## src/rtl/jstk_spi_responder.sv

```systemverilog
// jstk_spi_responder
//   SPI mode-0 responder emulating the PmodJSTK joystick. Every frame returns
//   {X[7:0], X[9:8], Y[7:0], Y[9:8], Buttons} and captures the first byte the
//   initiator sends as a command. A SetLED command (byte[7:2] == LED_CMD)
//   updates Led when the frame completes. SS/SCLK/MOSI are oversampled in the
//   Clk domain; nothing is clocked by SCLK.
//
//   Parameters: NUM_BYTES (bytes per frame), SYNC_STAGES (synchronizer depth,
//   >= 2), LED_CMD (SetLED opcode in command bits [7:2]).
//   Ports:
//     Clk, Reset        system clock, asynchronous active-high reset
//     X_pos, Y_pos      10-bit joystick position to report
//     Buttons           {btn2,btn1,btn0} to report
//     SS, SCLK, MOSI    SPI from the initiator (SS active low, SCLK idle low)
//     MISO              SPI data to the initiator
//     Led               last decoded {LD2,LD1}; Led_valid pulses on update
//     Frame_done        pulse after a full frame followed by SS rise
//     Frame_abort       pulse when SS rises before the frame completed
//     Busy              high whenever a frame is in progress
//   Optional build macro JSTK_MISO_TRISTATE_EN: MISO floats while idle.
module jstk_spi_responder #(
  parameter int unsigned NUM_BYTES   = 5,
  parameter int unsigned SYNC_STAGES = 2,
  parameter logic [5:0]  LED_CMD     = 6'b100000
) (
  input  logic       Clk,
  input  logic       Reset,
  input  logic [9:0] X_pos,
  input  logic [9:0] Y_pos,
  input  logic [2:0] Buttons,
  input  logic       SS,
  input  logic       SCLK,
  input  logic       MOSI,
  output logic       MISO,
  output logic [1:0] Led,
  output logic       Led_valid,
  output logic       Frame_done,
  output logic       Frame_abort,
  output logic       Busy
);

  localparam int unsigned CNT_W   = $clog2(NUM_BYTES + 1);
  localparam int unsigned FRAME_W = NUM_BYTES * 8;
  localparam int unsigned IMG_W   = 40;

  typedef enum logic [1:0] {IDLE, LOAD, SHIFT, DONE} state_e;

  state_e                 state_q, state_d;
  logic [SYNC_STAGES-1:0] ss_sync_q, ss_sync_d;
  logic [SYNC_STAGES-1:0] sclk_sync_q, sclk_sync_d;
  logic [SYNC_STAGES-1:0] mosi_sync_q, mosi_sync_d;
  logic                   ss_dly_q, ss_dly_d;
  logic                   sclk_dly_q, sclk_dly_d;
  logic [FRAME_W-1:0]     tx_q, tx_d;
  logic [7:0]             rx_q, rx_d;
  logic [7:0]             cmd_q, cmd_d;
  logic [2:0]             bit_cnt_q, bit_cnt_d;
  logic [CNT_W-1:0]       byte_cnt_q, byte_cnt_d;
  logic                   miso_q, miso_d;
  logic [1:0]             led_q, led_d;
  logic                   led_valid_q, led_valid_d;
  logic                   done_q, done_d;
  logic                   abort_q, abort_d;

  logic                   ss_s, sclk_s, mosi_s;
  logic                   ss_fall, ss_rise, sclk_rise, sclk_fall;
  logic [IMG_W-1:0]       img;
  logic [FRAME_W+IMG_W-1:0] img_wide;
  logic [FRAME_W-1:0]     frame;

  always_ff @(posedge Clk or posedge Reset) begin
    if (Reset) begin
      state_q     <= IDLE;
      ss_sync_q   <= '1;   // SS idles high: no false fall after reset
      sclk_sync_q <= '0;
      mosi_sync_q <= '0;
      ss_dly_q    <= 1'b1;
      sclk_dly_q  <= 1'b0;
      tx_q        <= '0;
      rx_q        <= '0;
      cmd_q       <= '0;
      bit_cnt_q   <= '0;
      byte_cnt_q  <= '0;
      miso_q      <= 1'b0;
      led_q       <= '0;
      led_valid_q <= 1'b0;
      done_q      <= 1'b0;
      abort_q     <= 1'b0;
    end else begin
      state_q     <= state_d;
      ss_sync_q   <= ss_sync_d;
      sclk_sync_q <= sclk_sync_d;
      mosi_sync_q <= mosi_sync_d;
      ss_dly_q    <= ss_dly_d;
      sclk_dly_q  <= sclk_dly_d;
      tx_q        <= tx_d;
      rx_q        <= rx_d;
      cmd_q       <= cmd_d;
      bit_cnt_q   <= bit_cnt_d;
      byte_cnt_q  <= byte_cnt_d;
      miso_q      <= miso_d;
      led_q       <= led_d;
      led_valid_q <= led_valid_d;
      done_q      <= done_d;
      abort_q     <= abort_d;
    end
  end

  always_comb begin
    // Frame image, left-aligned into NUM_BYTES bytes: truncated or zero padded.
    img      = {X_pos[7:0], 6'b0, X_pos[9:8], Y_pos[7:0], 6'b0, Y_pos[9:8], 5'b0, Buttons};
    img_wide = {img, {FRAME_W{1'b0}}};
    frame    = img_wide[FRAME_W+IMG_W-1 -: FRAME_W];

    ss_sync_d   = {ss_sync_q[SYNC_STAGES-2:0], SS};
    sclk_sync_d = {sclk_sync_q[SYNC_STAGES-2:0], SCLK};
    mosi_sync_d = {mosi_sync_q[SYNC_STAGES-2:0], MOSI};
    ss_s        = ss_sync_q[SYNC_STAGES-1];
    sclk_s      = sclk_sync_q[SYNC_STAGES-1];
    mosi_s      = mosi_sync_q[SYNC_STAGES-1];
    ss_dly_d    = ss_s;
    sclk_dly_d  = sclk_s;
    ss_fall     = ss_dly_q & ~ss_s;
    ss_rise     = ~ss_dly_q & ss_s;
    sclk_rise   = ~sclk_dly_q & sclk_s;
    sclk_fall   = sclk_dly_q & ~sclk_s;

    state_d     = state_q;
    tx_d        = tx_q;
    rx_d        = rx_q;
    cmd_d       = cmd_q;
    bit_cnt_d   = bit_cnt_q;
    byte_cnt_d  = byte_cnt_q;
    miso_d      = miso_q;
    led_d       = led_q;
    led_valid_d = 1'b0;
    done_d      = 1'b0;
    abort_d     = 1'b0;

    case (state_q)
      IDLE: begin
        miso_d = 1'b0;
        if (ss_fall) state_d = LOAD;
      end
      LOAD: begin
        if (ss_rise) begin
          state_d = IDLE;
          abort_d = 1'b1;
          miso_d  = 1'b0;
        end else begin
          tx_d       = frame;
          miso_d     = frame[FRAME_W-1];
          rx_d       = '0;
          cmd_d      = '0;
          bit_cnt_d  = '0;
          byte_cnt_d = '0;
          state_d    = SHIFT;
        end
      end
      SHIFT: begin
        if (ss_rise) begin
          state_d = IDLE;
          abort_d = 1'b1;
          miso_d  = 1'b0;
        end else if (sclk_rise) begin
          rx_d      = {rx_q[6:0], mosi_s};
          bit_cnt_d = bit_cnt_q + 3'd1;
          if (bit_cnt_q == 3'd7) begin
            if (byte_cnt_q == '0) cmd_d = {rx_q[6:0], mosi_s};
            byte_cnt_d = byte_cnt_q + 1'b1;
            if (byte_cnt_q == CNT_W'(NUM_BYTES - 1)) begin
              state_d = DONE;
              miso_d  = 1'b0;
            end
          end
        end else if (sclk_fall) begin
          // One long shift register: eight falls walk into the next byte's MSB.
          tx_d   = tx_q << 1;
          miso_d = tx_q[FRAME_W-2];
        end
      end
      DONE: begin
        miso_d = 1'b0;
        if (ss_rise) begin
          state_d = IDLE;
          done_d  = 1'b1;
          if (cmd_q[7:2] == LED_CMD) begin
            led_d       = cmd_q[1:0];
            led_valid_d = 1'b1;
          end
        end
      end
      default: state_d = IDLE;
    endcase
  end

`ifdef JSTK_MISO_TRISTATE_EN
  assign MISO = (state_q == IDLE) ? 1'bz : miso_q;
`else
  assign MISO = miso_q;
`endif
  assign Led         = led_q;
  assign Led_valid   = led_valid_q;
  assign Frame_done  = done_q;
  assign Frame_abort = abort_q;
  assign Busy        = (state_q != IDLE);

endmodule

```

## config.mk

```make
export PLATFORM = sky130hd
export DESIGN_NAME = jstk_spi_responder
export DESIGN_NICKNAME = d
export VERILOG_FILES = /design/src/rtl/jstk_spi_responder.sv
export SDC_FILE = /design/constraint.sdc
export NUM_CORES = 1
export LEC_CHECK = 0
export BUFFER_PORTS_ARGS = -buffer_cell sky130_fd_sc_hd__buf_2
export CAP_MARGIN = 20
export CELL_PAD_IN_SITES_DETAIL_PLACEMENT = 0
export CELL_PAD_IN_SITES_GLOBAL_PLACEMENT = 2
export CORE_MARGIN = 4
export CORE_UTILIZATION = 39
export CTS_CLUSTER_SIZE = 14
export DETAILED_ROUTE_END_ITERATION = 16
export PLACE_DENSITY = 0.79
export SLEW_MARGIN = 20
export SYNTH_ARGS = -nofsm -noshare
export SYNTH_HDL_FRONTEND = slang
export SYNTH_SLANG_ARGS = --single-unit
```

## constraint.sdc

```tcl
create_clock -name Clk -period 2.7 [get_ports Clk]
set_clock_uncertainty 0.05 [all_clocks]
set_input_delay 0.27 -clock Clk [delete_from_list [all_inputs] [get_ports Clk]]
set_output_delay 0.27 -clock Clk [all_outputs]
set_load 0.005 [all_outputs]
```

==> metrics.md <==
| Metric | Value |
|---|---|
| Outcome | finished, final reports clean |
| Horiz. Die Dim | 99.8 um |
| Mapped cell area | 3290 um2 |
| Area of the multi-input gates | 1270 um2 |
| Adder and majority gate portion of the synthesized area | 3.04% |
| DR vias | 2089 |
| CTS max path bufs | 2 |
| #FFs+latches synth | 76 |
| Hold Vio Cnt, Final | 0 |
| Number of flops mapped to enable cells by yosys | 0 |
| Rel. slew slack | 39.5% |
| Worst-path fanout max | 13 |
| Num CTS Buffers | 9 |
| Inserted Diodes | 0 |
| RR Startpoint | state_q[1] |
| Power density cells | 861 nW/um2 |
| DP Area | 3560 um2 |
| Remaining DRCs | 0 |
| H-tree depth | 3 |
| RSZ-0062 raised after global routing | false |
| Port Buffers | 34 |
| Syn Area/Cell | 12.1 um2 |
| Worst Hold Slack | 145 ps |
| Commonest cells after routing, fill and taps aside | dfrtp_1 (73), nand2_1 (36), buf_2 (34), a22o_1 (24), o21ai_0 (24) |
| Seq/Total Area, Yosys | 57.9% |
| Flop2flop setup slack | 640 ps |
| Setup TNS | 0 ps |
| Mux cell area share after synthesis | 9.05% |
| Filler instances | 747 |
| Hold path startpoint | Buttons[0] |
| Clock latency on the worst-skew pair | 340 ps |
| Post-Synth Simple-Gate Area | 10.9% |
| Initial antenna violation count | 0 |
| Ratio of cells with drive above 1 in the final layout | 24.7% |
| Worst reg2reg path endpoint | rx_q[3] |
| CP max stage delay | 720 ps |
| Max-cap violation count | 0 |
| Layout area overhead | 16.3% |
| Fmax | 0.485 GHz |
| Core Area | 8220 um2 |
| Syn_nets | 308 |
| Worst Hold Class | in -> reg |
| DP Worst Slack | 649 ps |
| Fin area | 3820 um2 |
| Main synth FF type | dfrtp_1 |
| Die height | 99.8 um |
| Gr ovfl total | 0 |
| Pin count of the biggest net entering global routing | 77 |
| Clock sink count | 76 |
| # rows | 33 |
| Via density per instance | 4.96 |
| WHS Endpoint | tx_q[0] |
| DP HPWL | 3.82 mm |
| Synth area leader | dfrtp_1 |
| Die area | 9970 um2 |
| Critical path cell sequence | inv_1, ha_1, nor2b_2, o21ai_1, o21ai_0 |
| Critical path capture point type | flip-flop |
| Starting DRC count in detailed routing | 74 |
| Final setup fails | 0 |
| Period minus WS final | 2060 ps |
| Top-area cell type share of the netlist area | 55.5% |
| Hold Path Cell Cnt | 2 |
| Synth Instances | 272 |
| Worst Path Arrival | 2190 ps |
| Sequential standard cell area | 1910 um2 |
| Worst setup SP type | flip-flop |
| R2R cell count | 5 |
| Synth Area in Compound Gates | 15.4% |
| Yosys warning count | 0 |
| Final antenna-violating net count | 0 |
| CTS clk-pin slew, worst paths | 80 ps |
| Worst setup margin | 639 ps |
| Drt wl/cell | 13.8 um |
| Vias in the first global route | 2063 |
| Post-synth cell types | 38 |
| Final cell utilization of the core | 46.6% |
| Nets | 347 |
| # Post-CTS Setup Buffers | 0 |
| Worst path required time | 2830 ps |
| Largest family of logic cells by synthesized area | compound AO/OA/AOI/OAI gates |
| Synth area leaders | dfrtp_1 (56%), mux2i_1 (7.0%), a22o_1 (6.4%) |
| Commonest non-fill, non-tap cell in the layout | dfrtp_1 |
| Post-Route WL | 5.82 mm |
| Leak | 1.78 nW |
| First-pass GRT wire length | 10.2 mm |
| XOR/XNOR Fraction of Synth Area | 0% |
| Asr flop ratio synth | 100% |
| DR pass1 iterations | 4 |
| Final Max Tran Viols | 0 |
| # IOs | 35 |
| CTS tree | yes |
| WS Path Type | reg -> reg |
| Fin crit share | 76.4% |
| Starting Density | 40.0% |
| Measured slew at the worst slew-check pin | 901 ps |
| Clock Root Buffer | clkbuf_8 |
| Crit-path slowest cell | o21ai_1 |
| Total Routing Usage GR | 13.0% |
| Max IR drop VDD | 0.000386 V |
| Final Wtd Congestion | 0.794 |
kinds of logic (layout without fill, tap and decap cells):
family,count (synthesis),after routing
adder cells (fa/ha/maj),8,8
flip-flops,76,76
AND/OR/NAND/NOR,65,65
buffers and inverters,24,68
multiplexers,28,28
AO/OA/AOI/OAI,71,71
critical path, delay by kind of cell, from the launching register on:
kind            cells  cell delay [ps]
compound gates      2              930
fa+ha+maj           1              240
buf+inv             1               80
flops               1              400
simple gates        1              210
sequential cells by signal, indices dropped and copies added, names as in the netlist:
name         cells
sclk_dly_q       1
sclk_sync_q      2
MISO             1
tx_q            39
ss_sync_q        2
ss_dly_q         1
Frame_done       1
byte_cnt_q       3
mosi_sync_q      2
cmd_q            8
Led              2
state_q          2
rx_q             7
bit_cnt_q        3
Frame_abort      1
Led_valid        1
final cells by class:
class | instances | share of cell area [%]
clock buffers | 10 | 3.60
clock inverters | 6 | 2.26
inverters | 10 | 0.981
multi-input cells | 172 | 33.3
flip-flops and latches | 76 | 49.8
well taps | 105 | 3.43
repair buffers | 42 | 6.61
how the worst max path moves through the flow:
stage	start	depth (start not counted)	endpoint
2_1_floorplan	Reset	1	Frame_abort
3_3_place_gp	state_q[0]	6	cmd_q[2]
3_5_place_dp	state_q[1]	5	rx_q[3]
4_1_cts	state_q[1]	5	rx_q[3]
5_1_grt	state_q[1]	5	rx_q[5]
6_report	state_q[1]	5	rx_q[3]
synth_stat cells (2+ instances only):
| cell type | n |
|---|---|
| dfrtp_1 | 73 |
| nand2b_1 | 5 |
| nor2_1 | 2 |
| inv_1 | 10 |
| a22o_1 | 24 |
| nand3_1 | 5 |
| mux2_2 | 2 |
| dfstp_2 | 3 |
| mux2i_1 | 23 |
| and2_1 | 2 |
| and3b_1 | 3 |
| a21oi_1 | 2 |
| mux2_4 | 3 |
| o21ai_0 | 24 |
| ha_1 | 8 |
| nor3_1 | 2 |
| o21ai_1 | 8 |
| nand2_1 | 36 |
| nor2_4 | 2 |
| o211ai_1 | 3 |
| o21ai_2 | 2 |
| buf_4 | 4 |
| buf_2 | 8 |
| a32o_1 | 4 |
power by group:
part	internal (mW)	switching (mW)
sequential	1.35	0.111
clock	0.546	0.416
combinational	0.347	0.521
total	2.24	1.05
routing by layer:
metal | part of all wire (%) | vias up | global-route usage [%] | routed length (um)
met5 | 0 | - | 0 | 0
met4 | 1.1 | 0 | 4.10 | 64
met3 | 4.0 | 6 | 4.24 | 231
met2 | 46 | 37 | 18.6 | 2690
met1 | 49 | 998 | 18.6 | 2830
li1 | - | 1048 | - | -
metrics by stage:
stage               instances  total power, mW
floorplan                 272             2.17
CTS                       421             3.36
finish                    421             3.29
detailed placement        401             2.37
global placement          401             2.36
global route              421             3.55
what timing repair did:
action / CTS / global route
hold endpoints to repair: 76 / 0
gates resized for setup: 0 / 0
hold buffers: 4 / 0
(Power assumes the default switching activity.)
